$ cat config.mk
export PLATFORM = sky130hd
export DESIGN_NAME = rx_iq_buffer
export DESIGN_NICKNAME = d
export VERILOG_FILES = /design/src/rtl/rx_iq_buffer.sv
export SDC_FILE = /design/constraint.sdc
export NUM_CORES = 1
export LEC_CHECK = 0
export CORE_MARGIN = 2
export CORE_UTILIZATION = 50
export DETAILED_ROUTE_END_ITERATION = 16
export DONT_BUFFER_PORTS = 1
export PLACE_DENSITY = 0.75
export SLEW_MARGIN = 20
export SYNTH_ARGS = -nofsm -noshare
export SYNTH_HDL_FRONTEND = slang
export SYNTH_SLANG_ARGS = --single-unit
$ cat constraint.sdc
create_clock -name clk_in -period 4.9 [get_ports clk_in]
set_clock_uncertainty 0.1 [all_clocks]
set_input_delay 0.735 -clock clk_in [delete_from_list [all_inputs] [get_ports clk_in]]
set_output_delay 0.735 -clock clk_in [all_outputs]
set_load 0.02 [all_outputs]
$ cat src/rtl/rx_iq_buffer.sv
// rx_iq_buffer: FIFO that holds decimated receive IQ samples until the MCU
// pops them one entry at a time.
// Each entry holds one rx_valid strobe's worth of samples, written as a unit.
// Without RX_IQ_BUFFER_RX2_EN an entry holds RX1 I/Q only (48 bits). The RX2
// outputs are then tied to zero.
// With RX_IQ_BUFFER_RX2_EN an entry holds RX1 and RX2 I/Q (96 bits).
//
// Transfer semantics:
//   write - rx_valid is a one-cycle strobe with no back-pressure. It is
//           accepted when the buffer is not full, or when a real pop happens
//           in the same cycle. Otherwise it is dropped and iq_overrun is set.
//   pop   - a 0->1 transition of IQ_RX_READ_CLK while IQ_RX_READ_REQ is high.
//           On a non-empty buffer, the head entry is registered onto the
//           sample outputs at that same edge (1-cycle latency) and the entry
//           is retired. On an empty buffer, iq_underrun is set and the
//           outputs hold their value. A write in the same cycle never falls
//           through.
module rx_iq_buffer #(
  parameter int DEPTH_LOG2 = 4
) (
  input  logic                  clk_in,
  input  logic                  reset,
  input  logic [23:0]           RX1_I_in,
  input  logic [23:0]           RX1_Q_in,
  input  logic [23:0]           RX2_I_in,
  input  logic [23:0]           RX2_Q_in,
  input  logic                  rx_valid,
  input  logic                  IQ_RX_READ_REQ,
  input  logic                  IQ_RX_READ_CLK,
  input  logic                  ovr_clear,
  output logic [23:0]           RX1_I,
  output logic [23:0]           RX1_Q,
  output logic [23:0]           RX2_I,
  output logic [23:0]           RX2_Q,
  output logic                  in_empty,
  output logic                  iq_overrun,
  output logic                  iq_underrun,
  output logic [DEPTH_LOG2:0]   fill_level
);

  localparam int DEPTH = 1 << DEPTH_LOG2;
  localparam logic [DEPTH_LOG2:0]   FULL_LVL = (DEPTH_LOG2+1)'(DEPTH);
  localparam logic [DEPTH_LOG2:0]   LVL_ONE  = (DEPTH_LOG2+1)'(1);
  localparam logic [DEPTH_LOG2-1:0] PTR_ONE  = DEPTH_LOG2'(1);

`ifdef RX_IQ_BUFFER_RX2_EN
  localparam int ENTRY_W = 96;
`else
  localparam int ENTRY_W = 48;
`endif

  logic [ENTRY_W-1:0]    mem_q [DEPTH];
  logic [ENTRY_W-1:0]    wr_entry;
  logic [ENTRY_W-1:0]    rd_entry;

  logic [DEPTH_LOG2-1:0] wr_ptr_q, wr_ptr_d;
  logic [DEPTH_LOG2-1:0] rd_ptr_q, rd_ptr_d;
  logic [DEPTH_LOG2:0]   fill_q, fill_d;
  logic                  empty_q, empty_d;
  logic                  ovr_q, ovr_d;
  logic                  unr_q, unr_d;
  logic                  rd_clk_q;

  logic                  pop_evt;
  logic                  is_empty;
  logic                  is_full;
  logic                  do_pop;
  logic                  do_wr;
  logic                  set_ovr;
  logic                  set_unr;

  logic [23:0]           rx1_i_q, rx1_q_q;

`ifdef RX_IQ_BUFFER_RX2_EN
  logic [23:0]           rx2_i_q, rx2_q_q;
  assign wr_entry = {RX2_Q_in, RX2_I_in, RX1_Q_in, RX1_I_in};
`else
  // The RX2 inputs are ignored in this build.
  logic                  unused_rx2;
  assign unused_rx2 = ^{RX2_I_in, RX2_Q_in};
  assign wr_entry   = {RX1_Q_in, RX1_I_in};
`endif

  assign rd_entry = mem_q[rd_ptr_q];

  // Decode the pop edge and the write/pop/flag events. Full and empty come
  // from the fill count, because the pointers are equal both when full and
  // when empty.
  always_comb begin
    pop_evt  = IQ_RX_READ_REQ & IQ_RX_READ_CLK & ~rd_clk_q;
    is_empty = (fill_q == '0);
    is_full  = (fill_q == FULL_LVL);
    do_pop   = pop_evt & ~is_empty;
    do_wr    = rx_valid & (~is_full | do_pop);
    set_ovr  = rx_valid & is_full & ~do_pop;
    set_unr  = pop_evt & is_empty;
  end

  // Compute the next pointers, fill count and sticky flags. A set event in
  // the same cycle as ovr_clear keeps its flag set.
  always_comb begin
    wr_ptr_d = wr_ptr_q;
    rd_ptr_d = rd_ptr_q;
    fill_d   = fill_q;
    if (do_wr)  wr_ptr_d = wr_ptr_q + PTR_ONE;
    if (do_pop) rd_ptr_d = rd_ptr_q + PTR_ONE;
    case ({do_wr, do_pop})
      2'b10:   fill_d = fill_q + LVL_ONE;
      2'b01:   fill_d = fill_q - LVL_ONE;
      default: fill_d = fill_q;
    endcase
    empty_d = (fill_d == '0);
    ovr_d   = set_ovr | (ovr_q & ~ovr_clear);
    unr_d   = set_unr | (unr_q & ~ovr_clear);
  end

  // Register pointers, fill count, flags and the read-strobe history.
  always_ff @(posedge clk_in or posedge reset) begin
    if (reset) begin
      wr_ptr_q <= '0;
      rd_ptr_q <= '0;
      fill_q   <= '0;
      empty_q  <= 1'b1;
      ovr_q    <= 1'b0;
      unr_q    <= 1'b0;
      rd_clk_q <= 1'b0;
    end else begin
      wr_ptr_q <= wr_ptr_d;
      rd_ptr_q <= rd_ptr_d;
      fill_q   <= fill_d;
      empty_q  <= empty_d;
      ovr_q    <= ovr_d;
      unr_q    <= unr_d;
      rd_clk_q <= IQ_RX_READ_CLK;
    end
  end

  // Sample storage. This memory is not reset; the pointers decide which
  // entries are live.
  always_ff @(posedge clk_in) begin
    if (do_wr) mem_q[wr_ptr_q] <= wr_entry;
  end

  // Load the head entry onto the outputs on a real pop. Otherwise the
  // outputs hold their value.
  always_ff @(posedge clk_in or posedge reset) begin
    if (reset) begin
      rx1_i_q <= '0;
      rx1_q_q <= '0;
`ifdef RX_IQ_BUFFER_RX2_EN
      rx2_i_q <= '0;
      rx2_q_q <= '0;
`endif
    end else if (do_pop) begin
      rx1_i_q <= rd_entry[23:0];
      rx1_q_q <= rd_entry[47:24];
`ifdef RX_IQ_BUFFER_RX2_EN
      rx2_i_q <= rd_entry[71:48];
      rx2_q_q <= rd_entry[95:72];
`endif
    end
  end

  assign RX1_I       = rx1_i_q;
  assign RX1_Q       = rx1_q_q;
`ifdef RX_IQ_BUFFER_RX2_EN
  assign RX2_I       = rx2_i_q;
  assign RX2_Q       = rx2_q_q;
`else
  assign RX2_I       = '0;
  assign RX2_Q       = '0;
`endif
  assign in_empty    = empty_q;
  assign iq_overrun  = ovr_q;
  assign iq_underrun = unr_q;
  assign fill_level  = fill_q;

endmodule

==> impl_metrics.toml, run 1 <==
[grt]
grt_util_met3_pct = 4.98
antenna_found_initial = 0
grt-busiest-layer = "met2"
grt_max_degree = 135
grt_usage_pct = 20.0
grt_pass1_vias = 15600
gr-total-overflow = 0
grt_pass1_wl_um = 98700
gr-usage-met1_pct = 27.0
use_met2_pct = 32.5

[worst_setup_path]
path_class = "reg2reg"
cpPeakStageDelay_ns = 0.78
worstPathArrival_ns = 3.57
endpoint_kind = "flip-flop"
startpoint_type = "flip-flop"
cp_max_fo = 9
cp.required_ns = 5.32
crit_chain = "or4_1 > o21ai_4 > o21ai_0 > ha_1 > or4_1 > nor3_1 > o21ai_0 > o31a_1 > nor4_2"
cp_slowest_cell = "or4_1"

[clock_tree]
cts.reportedPaths.clkPinSlew_ns = 0.06
clock-sinks = 833
tritoncts = "done"
root_buffer = "clkbuf_16"
clock_path_buffers = 3
cts_setup_buffers = 0
clk_latency_ns = 0.64
post_cts_resize_count = 0
postCtsHoldBufs = 0
cts_buffers = 81
cts_max_level = 3

[routing]
drtAntennaViolNets = 0
drc = 0
wire_per_inst_um = 26.2
vias_per_cell = 6.03
first_pass_iters = 5
routed_wl_um = 65800
vias = 15100
first_iter_violations = 1512

[logic_synthesis]
synth_edf_count = 768
synth_ff_type = "edfxtp_1"
ys_async_sr_fraction_pct = 7.80
synth-seq-cells = 833
synth_cell_types = 50
netlist_instances = 1567
yosysWarnings = 0
seq_area_frac_synth_pct = 76.8
synthesis.area_um2 = 32200
synth_area_per_cell_um2 = 20.5

[floorplan]
die_h_um = 258
die_area_um2 = 66400
initial_core_util_pct = 50.8
die_x_um = 258
core_um2 = 63300
num_rows = 92
io_pins = 206

[finish]
final_common_cell = "edfxtp_1"
finish.utilization_pct = 56.6
fin_nets = 1708
drive_gt1_share_pct = 21.4
areaGrowthSynthToFinish_pct = 11.4
final_cell_mix = "edfxtp_1 (768), mux4_2 (173), nand2_1 (100)"

[power]
power_density_nw_per_um2 = 564
vdd_drop_max_mv = 0.416
total_power_mw = 20.2
p_leak_nw = 11.9

[timing]
maxSlewViolCount = 0
setup_viol = 0
setup_tns_ns = 0
min_period_ns = 3.15
fmax_ghz = 0.317
rsz0062_at_grt = "no"
slew_headroom_pct = 28.8
hold_viol_final = 0
period_share_pct = 64.3
tightestPinTransition_ns = 1.07

[place]
hpwlAfterDp_um = 34600
portBuffers = 0
place.gp.congestion = 0.754

[run_status]
status = "complete, no violations"

[job]
max-cap-violations = 0

[worst_hold_path]
min_path_type = "in2reg"
-- synthesized netlist by cell type, types with 2 or more instances --
| cell | number | area share, % |
|---|---|---|
| edfxtp_1 | 768 | 72 |
| mux4_2 | 173 | 12 |
| nand2_1 | 100 | 1.2 |
| mux2i_1 | 68 | 2.1 |
| dfrtp_1 | 64 | 5.0 |
| buf_4 | 56 | 1.3 |
| nor2_1 | 44 | 0.51 |
| clkbuf_1 | 42 | 0.49 |
| nor3_1 | 35 | 0.54 |
| a221o_1 | 29 | 0.90 |
| buf_2 | 26 | 0.40 |
| o21ai_0 | 21 | 0.33 |
| a21o_1 | 20 | 0.47 |
| a2111oi_0 | 19 | 0.52 |
| o221ai_1 | 19 | 0.52 |
| inv_1 | 10 | 0.12 |
| and2_1 | 8 | 0.16 |
| buf_1 | 8 | 0.093 |
| ha_1 | 6 | 0.23 |
| xnor2_1 | 6 | 0.16 |
| nand4_1 | 4 | 0.078 |
| o21ai_1 | 4 | 0.062 |
| buf_6 | 3 | 0.11 |
| and3_1 | 2 | 0.039 |
| nand2b_1 | 2 | 0.039 |
| nand3b_1 | 2 | 0.047 |
| nor4_1 | 2 | 0.039 |
| o32ai_1 | 2 | 0.054 |
| or4_1 | 2 | 0.047 |
| xor2_1 | 2 | 0.054 |
-- logic make-up (layout without fill, tap and decap cells) --
group                      after synthesis  count (layout)  synth area share, %
adders and majority gates                6               6                0.233
AOI/OAI and AO/OA                      121             121                 3.03
buffers and inverters                  146             197                 2.53
muxes                                  243             243                 14.3
and+or+nand+nor                        209             209                 2.88
xor gates and xnor gates                 8               8                0.218
DFF                                    833             833                 76.8
other                                    1              49               0.0117
-- metal layers --
metal  up-vias  share of wire [%]
met5         -                  0
met3       130                8.6
li1       6387                  -
met4         0                2.7
met1      7964                 39
met2       655                 49
-- worst paths after layout --
kind                                          from                 endpoint  slack, ns  cells after the start
max reg2reg                fill_level[0]$_DFF_PP0_       in_empty$_DFF_PP1_       1.75                      9
min reg2reg                wr_ptr_q[2]$_DFFE_PP0P_  wr_ptr_q[2]$_DFFE_PP0P_       0.48                      1
max                        fill_level[0]$_DFF_PP0_       in_empty$_DFF_PP1_       1.75                      9
max in group asynchronous                    reset       in_empty$_DFF_PP1_       3.60                      2
min                                 IQ_RX_READ_CLK       rd_clk_q$_DFF_PP0_       0.04                      0
min in group asynchronous                    reset    RX1_I[17]$_DFFE_PP0N_       0.08                      1
-- sequential cells by signal, indices dropped and copies added, names as in the netlist --
name	cells
RX1_I	24
RX1_Q	24
fill_level	5
in_empty	1
iq_overrun	1
iq_underrun	1
mem_q	768
rd_clk_q	1
rd_ptr_q	4
wr_ptr_q	4
-- report_power, final --
part	internal, mW	switching [mW]	total, mW
sequential	8.65	0.903	9.55
combinational	2.17	2.39	4.56
clock	3.49	2.59	6.08
-- cell type report --
type	instances	area, um2
Fill cell	4552	27500
Tap cell	846	1060
Timing Repair Buffer	38	510
Inverter	11	45.0
Clock buffer	102	2180
Sequential cell	833	24700
Clock inverter	46	427
Antenna cell	1	2.50
Multi-Input combinational cell	635	6900
-- worst max-delay path, delay by kind of cell (launching register included) --
kind                     cells  cell delay, ns
AO/OA/AOI/OAI                4            0.63
AND/OR/NAND/NOR              4            1.57
adder cells (fa/ha/maj)      1            0.22
flip-flops                   1            0.54
-- stage by stage --
step	std cells	area (um2)	hold slack (ns)	setup slack (ns)
CTS	2511	35800	0.0124	1.49
global route	2511	35800	0.0147	1.45
global placement	2363	33200	0.459	1.30
finish	2512	35800	0.0448	1.75
detailed placement	2363	33200	0.477	1.21
floorplan	1614	32300	0.409	-0.717
Power figures use the tool's default switching activity.
==> run 2, diff against run 1 <==
==> constraint.sdc (replaced) <==
create_clock -name clk_in -period 2.7 [get_ports clk_in]
set_clock_uncertainty 0.1 [all_clocks]
set_input_delay 0.405 -clock clk_in [delete_from_list [all_inputs] [get_ports clk_in]]
set_output_delay 0.405 -clock clk_in [all_outputs]
set_load 0.02 [all_outputs]
==> impl_metrics.toml, run 2 (same netlist as run 1, synthesis figures left out) <==
[timing]
hold_viol_final = 0
setup_viol = 0
setup_tns_ns = 0
maxSlewViolCount = 0
fmax_ghz = 0.384
hold_slack_ns = 0.0572
period_share_pct = 96.4
min_period_ns = 2.60
slew_headroom_pct = 56.4
tightestPinTransition_ns = 0.654

[grt]
grt_pass1_vias = 16500
antenna_found_initial = 3
gr-total-overflow = 0
grt_usage_pct = 21.4
grt_pass1_wl_um = 105000
grt_max_degree = 99

[floorplan]
die_area_um2 = 66400
io_pins = 206
die_x_um = 258
num_rows = 92
initial_core_util_pct = 50.8
die_h_um = 258
core_um2 = 63300

[clock_tree]
clock-sinks = 833
cts.reportedPaths.clkPinSlew_ns = 0.06
clk_latency_ns = 0.64
cts_max_level = 3
tritoncts = "done"
clock_path_buffers = 3
cts_buffers = 82
root_buffer = "clkbuf_16"

[job]
max-cap-violations = 0

[worst_setup_path]
cpPeakStageDelay_ns = 0.56
startpoint_type = "flip-flop"
path_class = "reg2reg"
cp.required_ns = 3.13
worstPathArrival_ns = 3.03
endpoint_kind = "flip-flop"
cp_max_fo = 3
cp_slowest_cell = "or4_4"
crit_chain = "or4_4 > o21ai_4 > o21ai_2 > ha_2 > or4_1 > nor3_2 > o21ai_1 > o31a_1 > nor4_2"

[routing]
highest_layer = "met5"
dr_wl_met2_um = 35400
vias = 15800
first_iter_violations = 1674
drc = 0
first_pass_iters = 6
wl_met3_um = 6150
wire_per_inst_um = 27.0
routed_wl_um = 70200
wl_met1_um = 26900
drtAntennaViolNets = 0
vias_per_cell = 6.05

[finish]
largest_register_ffs = 768
nFillCells = 4374
areaGrowthSynthToFinish_pct = 15.7
fin_nets = 1798
finalNonFillerCells = 2604
largest-register = "mem_q"
diodes = 0
drive_gt1_share_pct = 23.6
final_cell_mix = "edfxtp_1 (768), mux4_2 (173), nand2_1 (99)"
final_common_cell = "edfxtp_1"
finish.utilization_pct = 58.8

[worst_hold_path]
min_path_type = "in2reg"

[run_status]
status = "complete, no violations"

[place]
place.gp.congestion = 0.807
hpwlAfterDp_um = 36800
portBuffers = 0
placed_cells = 2399

[power]
seq_power_share_pct = 43.9
vdd_drop_max_mv = 0.645
power_frac_comb_pct = 25.1
power_density_nw_per_um2 = 1030
pwr-share-clk_pct = 30.9
p_switching_mw = 11.3
p_sw_share_pct = 29.3
p_int_mw = 27.2
p_leak_nw = 12.5
==> run 2: timing repair <==
item | CTS | global route
setup endpoints to repair | 0 | 193
endpoints found under the hold margin | 838 | 0
buffers inserted | 0 | 0
resized for setup | 0 | 3
hold buffers | 53 | 0
==> run 2: stage by stage <==
stage          instance area, um2  total power, mW  worst slack [ns]
4_1_cts                     37200             38.7            0.0394
3_5_place_dp                33800             26.6            0.0602
3_3_place_gp                33800             26.4            0.0499
2_1_floorplan               32500             23.7            -0.321
5_1_grt                     37200             40.0           -0.0130
6_report                    37200             38.5            0.0982
==> run 2: power groups by stage <==
| stage | Clock, mW | Sequential (mW) | Combinational, mW |
|---|---|---|---|
| CTS | 12.1 | 16.9 | 9.76 |
| detailed placement | 0 | 17.2 | 9.44 |
| global route | 12.6 | 17.0 | 10.4 |
| global placement | 0 | 17.1 | 9.27 |
| floorplan | 0 | 16.8 | 6.84 |
| finish | 11.9 | 16.9 | 9.67 |
==> run 2: path summary, 6_finish.rpt <==
| path | start | end | cells after the start | slack [ns] |
|---|---|---|---|---|
| worst max-delay path | fill_level[1]$_DFF_PP0_ | in_empty$_DFF_PP1_ | 9 | 0.1 |
| max in group asynchronous | reset | rd_ptr_q[1]$_DFFE_PP0N_ | 3 | 1.64 |
| worst max register to register | fill_level[1]$_DFF_PP0_ | in_empty$_DFF_PP1_ | 9 | 0.1 |
| worst min-delay path | rx_valid | fill_level[0]$_DFF_PP0_ | 3 | 0.06 |
| worst min register to register | wr_ptr_q[2]$_DFFE_PP0P_ | wr_ptr_q[2]$_DFFE_PP0P_ | 1 | 0.54 |
| min in group asynchronous | reset | RX1_I[10]$_DFFE_PP0N_ | 2 | 0.17 |
==> run 2: critical path: cells and delay by family, from the launching register on <==
family | cells | cell delay, ns
adder cells (fa/ha/maj) | 1 | 0.19
AND/OR/NAND/NOR | 4 | 1.37
flip-flops | 1 | 0.41
AO/OA/AOI/OAI | 4 | 0.44
==> run 2: cell type report <==
| class | instances | area, um2 | area share, % |
|---|---|---|---|
| Sequential cell | 833 | 24700 | 66.4 |
| Multi-Input combinational cell | 635 | 6970 | 18.7 |
| Clock buffer | 108 | 2280 | 6.13 |
| Timing Repair Buffer | 127 | 1570 | 4.23 |
| Tap cell | 846 | 1060 | 2.85 |
| Clock inverter | 44 | 564 | 1.52 |
| Inverter | 11 | 46.3 | 0.124 |
==> run 2: routing by layer <==
layer  up-vias  global-route usage (%)
met5         -                       0
li1       6557                       -
met4         6                    6.41
met2       778                    35.8
met3       124                    4.62
met1      8285                    28.6
